$ cat config.mk
export PLATFORM = sky130hd
export DESIGN_NAME = vga_fb_fill_apb_master_flat
export DESIGN_NICKNAME = d
export VERILOG_FILES = /design/src/rtl/vga_fb_pkg.sv /design/src/rtl/vga_fb_fill_apb_master_if.sv /design/src/rtl/vga_fill_addr_gen.sv /design/src/rtl/vga_fb_fill_apb_master.sv /design/src/flat_wrapper.sv
export SDC_FILE = /design/constraint.sdc
export NUM_CORES = 1
export LEC_CHECK = 0
export ABC_AREA = 1
export BUFFER_PORTS_ARGS = -buffer_cell sky130_fd_sc_hd__buf_4
export CAP_MARGIN = 20
export CORE_MARGIN = 2
export CORE_UTILIZATION = 45
export CTS_CLUSTER_SIZE = 24
export DETAILED_ROUTE_END_ITERATION = 12
export PLACE_DENSITY_LB_ADDON = 0.15
export SLEW_MARGIN = 30
export SYNTH_ARGS = -nofsm -noshare
export SYNTH_HDL_FRONTEND = slang
export SYNTH_SLANG_ARGS = --single-unit
$ cat constraint.sdc
create_clock -name clock -period 6.4 [get_ports clock]
set_input_delay 1.28 -clock clock [delete_from_list [all_inputs] [get_ports clock]]
set_output_delay 1.28 -clock clock [all_outputs]
set_load 0.05 [all_outputs]
$ cat src/rtl/vga_fb_pkg.sv
`default_nettype none
// ============================================================================
// Module   : vga_fb_pkg
// Purpose  : Shared constants and types for the VGA framebuffer fill master.
//            Holds the default framebuffer geometry and addresses, the fill
//            FSM state type and the width used for pixel counters.
// Revision : 1.0 - initial release
// ============================================================================
package vga_fb_pkg;

    localparam logic [31:0] FB_BASE_DEF      = 32'h2100_0000;
    localparam logic [31:0] FB_SYNC_ADDR_DEF = 32'h211F_FFFC;
    localparam int          FB_W_DEF         = 640;
    localparam int          FB_H_DEF         = 480;

    // 11 bits so that a 10-bit coordinate plus a 10-bit extent never wraps.
    localparam int          PIX_CNT_W        = 11;

    typedef enum logic [2:0] {
        ST_IDLE        = 3'd0,
        ST_SETUP       = 3'd1,
        ST_ACCESS      = 3'd2,
        ST_SYNC_SETUP  = 3'd3,
        ST_SYNC_ACCESS = 3'd4,
        ST_FINISH      = 3'd5
    } fill_state_t;

endpackage
`default_nettype wire

$ cat src/rtl/vga_fb_fill_apb_master_if.sv
`default_nettype none
// ============================================================================
// Module   : vga_fb_fill_apb_master_if
// Purpose  : APB bus bundle between the fill master and the framebuffer
//            completer.
// Ports    : master modport drives paddr/psel/penable/pwrite/pprot/pwdata/
//            pstrb and samples pready/pslverr/prdata; slave is the mirror.
// Revision : 1.0 - initial release
// ============================================================================
interface vga_fb_fill_apb_master_if;

    logic [31:0] m_paddr;
    logic        m_psel;
    logic        m_penable;
    logic        m_pwrite;
    logic [2:0]  m_pprot;
    logic [31:0] m_pwdata;
    logic [3:0]  m_pstrb;
    logic        m_pready;
    logic        m_pslverr;
    logic [31:0] m_prdata;

    modport master (
        output m_paddr, m_psel, m_penable, m_pwrite, m_pprot, m_pwdata, m_pstrb,
        input  m_pready, m_pslverr, m_prdata
    );

    modport slave (
        input  m_paddr, m_psel, m_penable, m_pwrite, m_pprot, m_pwdata, m_pstrb,
        output m_pready, m_pslverr, m_prdata
    );

endinterface
`default_nettype wire

$ cat src/rtl/vga_fill_addr_gen.sv
`default_nettype none
// ============================================================================
// Module   : vga_fill_addr_gen
// Purpose  : Column/row walker for a rectangle fill. Clips the rectangle to
//            the framebuffer on load, then produces the pixel byte address
//            in row-major order.
// Ports    : clock, reset      - clock, synchronous active-high reset
//            load_i            - latch x/y/w/h and point at the top-left pixel
//            advance_i         - step to the next pixel
//            x_i,y_i,w_i,h_i   - rectangle corner and extent
//            paddr_o           - byte address of the current pixel
//            last_o            - current pixel is the final one
//            empty_o           - rectangle on x/y/w/h inputs clips to nothing
// Revision : 1.0 - initial release
// ============================================================================
module vga_fill_addr_gen
    import vga_fb_pkg::*;
#(
    parameter logic [31:0] FB_BASE = FB_BASE_DEF,
    parameter int          FB_W    = FB_W_DEF,
    parameter int          FB_H    = FB_H_DEF
) (
    input  wire logic        clock,
    input  wire logic        reset,
    input  wire logic        load_i,
    input  wire logic        advance_i,
    input  wire logic [9:0]  x_i,
    input  wire logic [9:0]  y_i,
    input  wire logic [9:0]  w_i,
    input  wire logic [9:0]  h_i,
    output logic      [31:0] paddr_o,
    output logic             last_o,
    output logic             empty_o
);

    localparam logic [PIX_CNT_W-1:0] FB_W_C = PIX_CNT_W'(FB_W);
    localparam logic [PIX_CNT_W-1:0] FB_H_C = PIX_CNT_W'(FB_H);

    logic [PIX_CNT_W-1:0] x_room, y_room;
    logic [PIX_CNT_W-1:0] eff_w_d, eff_h_d;
    logic [PIX_CNT_W-1:0] eff_w_q, eff_h_q;
    logic [PIX_CNT_W-1:0] col_q, row_q;
    logic [31:0]          start_addr;
    logic [31:0]          row_step;
    logic [31:0]          paddr_q;

    always_comb begin
        // Room left to the right/bottom edge; zero when the corner is off-screen.
        x_room     = ({1'b0, x_i} < FB_W_C) ? (FB_W_C - {1'b0, x_i}) : '0;
        y_room     = ({1'b0, y_i} < FB_H_C) ? (FB_H_C - {1'b0, y_i}) : '0;
        eff_w_d    = ({1'b0, w_i} < x_room) ? {1'b0, w_i} : x_room;
        eff_h_d    = ({1'b0, h_i} < y_room) ? {1'b0, h_i} : y_room;
        start_addr = FB_BASE + ((32'(y_i) * 32'(FB_W) + 32'(x_i)) << 2);
        // From the last pixel of a row to the first pixel of the next row.
        row_step   = 32'(FB_W_C - eff_w_q + 11'd1) << 2;
    end

    assign empty_o = (eff_w_d == '0) || (eff_h_d == '0);
    assign last_o  = (col_q == eff_w_q - 11'd1) && (row_q == eff_h_q - 11'd1);
    assign paddr_o = paddr_q;

    always_ff @(posedge clock) begin
        if (reset) begin
            eff_w_q <= '0;
            eff_h_q <= '0;
            col_q   <= '0;
            row_q   <= '0;
            paddr_q <= '0;
        end else if (load_i) begin
            eff_w_q <= eff_w_d;
            eff_h_q <= eff_h_d;
            col_q   <= '0;
            row_q   <= '0;
            paddr_q <= start_addr;
        end else if (advance_i) begin
            if (col_q == eff_w_q - 11'd1) begin
                col_q   <= '0;
                row_q   <= row_q + 11'd1;
                paddr_q <= paddr_q + row_step;
            end else begin
                col_q   <= col_q + 11'd1;
                paddr_q <= paddr_q + 32'd4;
            end
        end
    end

endmodule
`default_nettype wire

$ cat src/rtl/vga_fb_fill_apb_master.sv
`default_nettype none
// ============================================================================
// Module   : vga_fb_fill_apb_master
// Purpose  : APB requester that fills a clipped rectangle of the VGA
//            framebuffer with one 24-bit colour, one write per pixel.
//            Define VGA_FILL_SYNC_EN to follow the last pixel with a write of
//            1 to the framebuffer sync register.
// Ports    : clock, reset           - clock, synchronous active-high reset
//            cmd_valid/cmd_ready    - command handshake
//            cmd_x/y/w/h, cmd_color - rectangle and {R,G,B} colour
//            busy, done, err        - status: in progress, 1-cycle completion
//                                     pulse, sticky slave error
//            m_apb                  - APB master modport
// Revision : 1.0 - initial release
// ============================================================================
module vga_fb_fill_apb_master
    import vga_fb_pkg::*;
#(
    parameter logic [31:0] FB_BASE      = FB_BASE_DEF,
    parameter logic [31:0] FB_SYNC_ADDR = FB_SYNC_ADDR_DEF,
    parameter int          FB_W         = FB_W_DEF,
    parameter int          FB_H         = FB_H_DEF
) (
    input  wire logic        clock,
    input  wire logic        reset,
    input  wire logic        cmd_valid,
    output logic             cmd_ready,
    input  wire logic [9:0]  cmd_x,
    input  wire logic [9:0]  cmd_y,
    input  wire logic [9:0]  cmd_w,
    input  wire logic [9:0]  cmd_h,
    input  wire logic [23:0] cmd_color,
    output logic             busy,
    output logic             done,
    output logic             err,
    vga_fb_fill_apb_master_if.master m_apb
);

    fill_state_t state_q;
    logic        cmd_ready_q, busy_q, done_q, err_q;
    logic        psel_q, penable_q, pwrite_q, sync_phase_q;
    logic [31:0] pwdata_q;

    logic        gen_load, gen_advance, gen_last, gen_empty;
    logic [31:0] gen_paddr;
    logic        prdata_unused;

    assign gen_load    = (state_q == ST_IDLE) && cmd_valid;
    assign gen_advance = (state_q == ST_ACCESS) && m_apb.m_pready
                         && !m_apb.m_pslverr && !gen_last;

    vga_fill_addr_gen #(
        .FB_BASE (FB_BASE),
        .FB_W    (FB_W),
        .FB_H    (FB_H)
    ) u_addr_gen (
        .clock     (clock),
        .reset     (reset),
        .load_i    (gen_load),
        .advance_i (gen_advance),
        .x_i       (cmd_x),
        .y_i       (cmd_y),
        .w_i       (cmd_w),
        .h_i       (cmd_h),
        .paddr_o   (gen_paddr),
        .last_o    (gen_last),
        .empty_o   (gen_empty)
    );

    always_ff @(posedge clock) begin
        if (reset) begin
            state_q      <= ST_IDLE;
            cmd_ready_q  <= 1'b1;
            busy_q       <= 1'b0;
            done_q       <= 1'b0;
            err_q        <= 1'b0;
            psel_q       <= 1'b0;
            penable_q    <= 1'b0;
            pwrite_q     <= 1'b0;
            pwdata_q     <= '0;
            sync_phase_q <= 1'b0;
        end else begin
            done_q <= 1'b0;
            case (state_q)
                ST_IDLE: begin
                    if (cmd_valid) begin
                        cmd_ready_q <= 1'b0;
                        busy_q      <= 1'b1;
                        err_q       <= 1'b0;
                        pwdata_q    <= {8'h00, cmd_color};
                        if (gen_empty) begin
                            state_q <= ST_FINISH;
                            done_q  <= 1'b1;
                        end else begin
                            state_q  <= ST_SETUP;
                            psel_q   <= 1'b1;
                            pwrite_q <= 1'b1;
                        end
                    end
                end
                ST_SETUP: begin
                    penable_q <= 1'b1;
                    state_q   <= ST_ACCESS;
                end
                ST_ACCESS: begin
                    if (m_apb.m_pready) begin
                        penable_q <= 1'b0;
                        if (m_apb.m_pslverr || gen_last) begin
`ifdef VGA_FILL_SYNC_EN
                            if (!m_apb.m_pslverr) begin
                                state_q      <= ST_SYNC_SETUP;
                                sync_phase_q <= 1'b1;
                                pwdata_q     <= 32'h1;
                            end else begin
                                state_q  <= ST_FINISH;
                                done_q   <= 1'b1;
                                err_q    <= 1'b1;
                                psel_q   <= 1'b0;
                                pwrite_q <= 1'b0;
                            end
`else
                            state_q  <= ST_FINISH;
                            done_q   <= 1'b1;
                            err_q    <= err_q | m_apb.m_pslverr;
                            psel_q   <= 1'b0;
                            pwrite_q <= 1'b0;
`endif
                        end else begin
                            state_q <= ST_SETUP;
                        end
                    end
                end
`ifdef VGA_FILL_SYNC_EN
                ST_SYNC_SETUP: begin
                    penable_q <= 1'b1;
                    state_q   <= ST_SYNC_ACCESS;
                end
                ST_SYNC_ACCESS: begin
                    if (m_apb.m_pready) begin
                        state_q   <= ST_FINISH;
                        done_q    <= 1'b1;
                        err_q     <= err_q | m_apb.m_pslverr;
                        psel_q    <= 1'b0;
                        penable_q <= 1'b0;
                        pwrite_q  <= 1'b0;
                    end
                end
`endif
                ST_FINISH: begin
                    state_q      <= ST_IDLE;
                    busy_q       <= 1'b0;
                    cmd_ready_q  <= 1'b1;
                    sync_phase_q <= 1'b0;
                end
                default: begin
                    state_q     <= ST_IDLE;
                    busy_q      <= 1'b0;
                    cmd_ready_q <= 1'b1;
                    psel_q      <= 1'b0;
                    penable_q   <= 1'b0;
                    pwrite_q    <= 1'b0;
                end
            endcase
        end
    end

    assign cmd_ready       = cmd_ready_q;
    assign busy            = busy_q;
    assign done            = done_q;
    assign err             = err_q;

    // Both mux inputs are registers, so the address is glitch-free.
    assign m_apb.m_paddr   = sync_phase_q ? FB_SYNC_ADDR : gen_paddr;
    assign m_apb.m_psel    = psel_q;
    assign m_apb.m_penable = penable_q;
    assign m_apb.m_pwrite  = pwrite_q;
    assign m_apb.m_pprot   = 3'b000;
    assign m_apb.m_pwdata  = pwdata_q;
    assign m_apb.m_pstrb   = 4'hF;

    // Write-only master: read data is never consumed.
    assign prdata_unused   = ^m_apb.m_prdata;

endmodule
`default_nettype wire

$ cat src/flat_wrapper.sv
// flat-port wrapper written by rule: the top's interface ports become plain ports
module vga_fb_fill_apb_master_flat import vga_fb_pkg::*;
#(
    parameter logic [31:0] FB_BASE      = FB_BASE_DEF,
    parameter logic [31:0] FB_SYNC_ADDR = FB_SYNC_ADDR_DEF,
    parameter int          FB_W         = FB_W_DEF,
    parameter int          FB_H         = FB_H_DEF
)
  (clock, reset, cmd_valid, cmd_ready, cmd_x, cmd_y, cmd_w, cmd_h, cmd_color, busy, done, err, m_apb_m_paddr, m_apb_m_psel, m_apb_m_penable, m_apb_m_pwrite, m_apb_m_pprot, m_apb_m_pwdata, m_apb_m_pstrb, m_apb_m_pready, m_apb_m_pslverr, m_apb_m_prdata);
  vga_fb_fill_apb_master_if m_apb_i ();
  input  wire logic clock;
  input  wire logic reset;
  input  wire logic cmd_valid;
  output logic cmd_ready;
  input  wire logic [9:0] cmd_x;
  input  wire logic [9:0] cmd_y;
  input  wire logic [9:0] cmd_w;
  input  wire logic [9:0] cmd_h;
  input  wire logic [23:0] cmd_color;
  output logic busy;
  output logic done;
  output logic err;
  output wire logic [$bits(m_apb_i.m_paddr)-1:0] m_apb_m_paddr;
  output wire logic [$bits(m_apb_i.m_psel)-1:0] m_apb_m_psel;
  output wire logic [$bits(m_apb_i.m_penable)-1:0] m_apb_m_penable;
  output wire logic [$bits(m_apb_i.m_pwrite)-1:0] m_apb_m_pwrite;
  output wire logic [$bits(m_apb_i.m_pprot)-1:0] m_apb_m_pprot;
  output wire logic [$bits(m_apb_i.m_pwdata)-1:0] m_apb_m_pwdata;
  output wire logic [$bits(m_apb_i.m_pstrb)-1:0] m_apb_m_pstrb;
  input wire logic [$bits(m_apb_i.m_pready)-1:0] m_apb_m_pready;
  input wire logic [$bits(m_apb_i.m_pslverr)-1:0] m_apb_m_pslverr;
  input wire logic [$bits(m_apb_i.m_prdata)-1:0] m_apb_m_prdata;
  assign m_apb_m_paddr = m_apb_i.m_paddr;
  assign m_apb_m_psel = m_apb_i.m_psel;
  assign m_apb_m_penable = m_apb_i.m_penable;
  assign m_apb_m_pwrite = m_apb_i.m_pwrite;
  assign m_apb_m_pprot = m_apb_i.m_pprot;
  assign m_apb_m_pwdata = m_apb_i.m_pwdata;
  assign m_apb_m_pstrb = m_apb_i.m_pstrb;
  assign m_apb_i.m_pready = m_apb_m_pready;
  assign m_apb_i.m_pslverr = m_apb_m_pslverr;
  assign m_apb_i.m_prdata = m_apb_m_prdata;
  vga_fb_fill_apb_master #(.FB_BASE(FB_BASE), .FB_SYNC_ADDR(FB_SYNC_ADDR), .FB_W(FB_W), .FB_H(FB_H)) u_core (.clock(clock), .reset(reset), .cmd_valid(cmd_valid), .cmd_ready(cmd_ready), .cmd_x(cmd_x), .cmd_y(cmd_y), .cmd_w(cmd_w), .cmd_h(cmd_h), .cmd_color(cmd_color), .busy(busy), .done(done), .err(err), .m_apb(m_apb_i));
endmodule
==> flow_metrics.tcl <==
set metrics [dict create \
    cts-resized-gates 0 \
    cts-root-buf "clkbuf_16" \
    synth_compound_area_share_pct 17.1 \
    wire_per_inst_um 14.1 \
    core_area_um2 18800 \
    cpMaxStageDelayCell "o21ai_1" \
    min_path_cells 2 \
    crit_type "input pin to flop" \
    drive_gt1_share_pct 13.0 \
    fin_util_pct 53.2 \
    die_h_um 143 \
    hold_start "u_core.u_addr_gen.eff_h_q[10]" \
    status "complete, no violations" \
    drt-total-wl_mm 22.9 \
    die_w_um 143 \
    io_buffers 129 \
    ys_async_sr_fraction_pct 0 \
    yosys_warnings 0 \
    synth_top_family_by_area "simple AND/OR/NAND/NOR gates" \
    num_vias 8552 \
    yosysUniqueCellTypes 47 \
    synth_xor_xnor_area_share_pct 7.91 \
    grt_use_total_pct 22.4 \
    p_leak_nw 4.74 \
    grt_max_degree 35 \
    tritoncts "done" \
    max_cap_viol_count 0 \
    crit_path_frequent_cell "nand2_1" \
    slew_viol_final 0 \
    hold_ws_ps 450 \
    area_growth_pct 15.7 \
    worst_r2r_startpoint "u_core.u_addr_gen.eff_w_q[2]" \
    power_density_nw_per_um2 213 \
    finClkSkew_ps 8.41 \
    synth-seq-cells 107 \
    clock_latency_ps 360 \
    syn_inst 1279 \
    dpl.hpwl_mm 17.8 \
    cp_data_required_time_ps 6690 \
    rows 50 \
    grt_pass1_wl_mm 37.2 \
    clkSlewWorstSetupHoldPaths_ps 70 \
    cts_buffers 9 \
    nNetsFinal 1569 \
    cp.arrival_ps 5020 \
    reg2reg_to "u_core.u_addr_gen.paddr_o[24]" \
    synthAdderAreaFrac_pct 11.6 \
    cts_setup_buffers 0 \
    layout_commonest_cell "nand2_1" \
    synth-simple-area-share_pct 28.8 \
    start_kind "input pin" \
    synthesis.area_um2 8640 \
    rsz0062_at_grt "no" \
    fmax_mhz 212 \
    drc_errors 0 \
    synth_edf_count 0 \
    tns_ps 0 \
    worstMarginPinSlew_ps 837 \
    ant_nets 0 \
    hold_viol_final 0 \
    clock_sinks 107 \
    htreeDepth 3 \
    ctsHoldBuffers 0 \
    synth_area_leaders "dfxtp_1 (25%), nand2_1 (12%), ha_1 (11%)" \
    io_pins 179 \
    maxSlewHeadroom_pct 43.9 \
    synth.area.mux_share_pct 0 \
    fin_crit_ps 4730 \
    overflow 0 \
    antenna_found_initial 0 \
    hold_end "u_core.u_addr_gen.eff_h_q[10]" \
    reg2reg_depth 21 \
    clockBufferDepth 2 \
    max_stage_delay_ps 500 \
    synth.top_cell.area_share_pct 24.8 \
    rrSetupSlack_ps 1730 \
    critPathCaptureType "flop" \
    setup_viol 0 \
    die_area_um2 20300 \
    synth_ff_type "dfxtp_1" \
    antennaDiodeCount 0 \
    hold_class "flop to flop" \
    drt_iter0_drc 501 \
    dr.pass1.iters 5 \
    seq_area_frac_synth_pct 24.8 \
    avgSynthCellArea_um2 6.75 \
    grt_pass1_vias 7740 \
    initial_utilization_pct 46.0 \
    timing.final.crit_share_pct 73.9 \
    synth_largest_area_cell "dfxtp_1" \
    vdd_drop_max_mv 0.0973 \
    vias_per_cell 5.25 \
    mostFrequentLayoutCells "nand2_1 (275), inv_1 (141), buf_4 (133)" \
    place_congestion 0.905 \
    path_max_fanout 11 \
    path_cells "buf_4 > inv_1 > nand2_1 > nor2_1 > nand2_1 > nand2_1 > nand2_1 > inv_1 > nand3_1 > ha_1 > a21o_1 > a21oi_1 > o21ai_0 > o21ai_1 > nand2_1 > nand3_1 > nand2_1 > nor2_1 > nand3_1 > nand2_1 > nand2_1 > a21oi_1" \
]
## metal layers
| metal | vias up | global-route usage (%) | part of all wire (%) |
|---|---|---|---|
| met5 | - | 0 | 0 |
| met4 | 0 | 5.11 | 1.3 |
| met3 | 25 | 2.69 | 4.4 |
| met2 | 201 | 36.6 | 44 |
| met1 | 3859 | 31.6 | 50 |
| li1 | 4467 | - | - |
## cell usage after synthesis, types with 2 or more instances
| master | n |
|---|---|
| nand2_1 | 275 |
| inv_1 | 142 |
| nor2_1 | 116 |
| dfxtp_1 | 107 |
| a21oi_1 | 103 |
| nand3_1 | 85 |
| ha_1 | 75 |
| o21ai_0 | 71 |
| xor2_1 | 61 |
| nor3_1 | 27 |
| a22o_1 | 24 |
| clkbuf_1 | 23 |
| buf_4 | 19 |
| xnor2_1 | 17 |
| nand4_1 | 15 |
| o22ai_1 | 15 |
| nand3b_1 | 14 |
| or2_2 | 13 |
| a31oi_1 | 11 |
| a211oi_1 | 6 |
| nor4_1 | 6 |
| a21o_1 | 4 |
| a22oi_1 | 4 |
| o211ai_1 | 4 |
| buf_2 | 3 |
| fa_1 | 3 |
| inv_2 | 3 |
| nand2_4 | 3 |
| o21bai_1 | 3 |
| a211oi_2 | 2 |
| and3_1 | 2 |
| buf_6 | 2 |
| buf_8 | 2 |
| conb_1 | 2 |
| nand2_2 | 2 |
| nor2_2 | 2 |
| nor3_2 | 2 |
| nor3b_1 | 2 |
## how the worst max path moves through the flow
stage                                       from                             to  slack [ps]
floorplan           u_core.u_addr_gen.eff_w_q[2]  u_core.u_addr_gen.paddr_o[28]        2280
global placement                        cmd_x[8]                    u_core.done        1460
detailed placement                      cmd_x[8]          u_core.m_apb.m_pwrite        1440
CTS                                     cmd_x[8]                    u_core.done        1790
global route                            cmd_x[2]                    u_core.done        1380
finish                                  cmd_x[8]                    u_core.done        1670
## power by group
| part | internal [W] | switching (W) |
|---|---|---|
| registers | 0.000717 | 0.0000440 |
| logic | 0.000270 | 0.000532 |
| clock network | 0.000283 | 0.000278 |
## registers in the layout (all words and copies together) (netlist names), 3 cells and up
signal	flops
u_core.u_addr_gen.eff_h_q	11
u_core.u_addr_gen.col_q	11
u_core.state_q	3
u_core.m_apb.m_pwdata	24
u_core.u_addr_gen.paddr_o	30
u_core.u_addr_gen.eff_w_q	11
u_core.u_addr_gen.row_q	11
## cells by family (layout without fill, tap and decap cells)
logic type / after synthesis / after routing
AND/OR/NAND/NOR: 566 / 566
AO/OA/AOI/OAI: 253 / 253
buffers and inverters: 195 / 295
flip-flops: 107 / 107
adder cells (fa/ha/maj): 78 / 78
XOR/XNOR: 78 / 78
other: 2 / 18
## cell type report
| type | instances | area [um2] |
|---|---|---|
| clock inverters | 6 | 60.1 |
| multi-input cells | 993 | 5710 |
| inverters | 146 | 551 |
| well taps | 234 | 293 |
| fillers | 1941 | 8780 |
| flip-flops and latches | 107 | 2140 |
| clock buffers | 10 | 239 |
| repair buffers | 133 | 998 |
## critical path, delay by kind of cell
family | cells | cell delay [ps]
simple gates | 13 | 1830
compound gates | 5 | 1040
buf+inv | 3 | 510
fa+ha+maj | 1 | 330
## stage by stage
stage	cells	instance area (um2)	setup slack, ps	total power (W)
4_1_cts	1629	9990	1790	0.00214
3_3_place_gp	1613	9690	1460	0.00157
2_1_floorplan	1295	8700	2280	0.00138
3_5_place_dp	1613	9690	1440	0.00158
5_1_grt	1629	9990	1380	0.00226
6_report	1629	9990	1670	0.00213
Note: power is estimated with default switching activity, not from simulation.
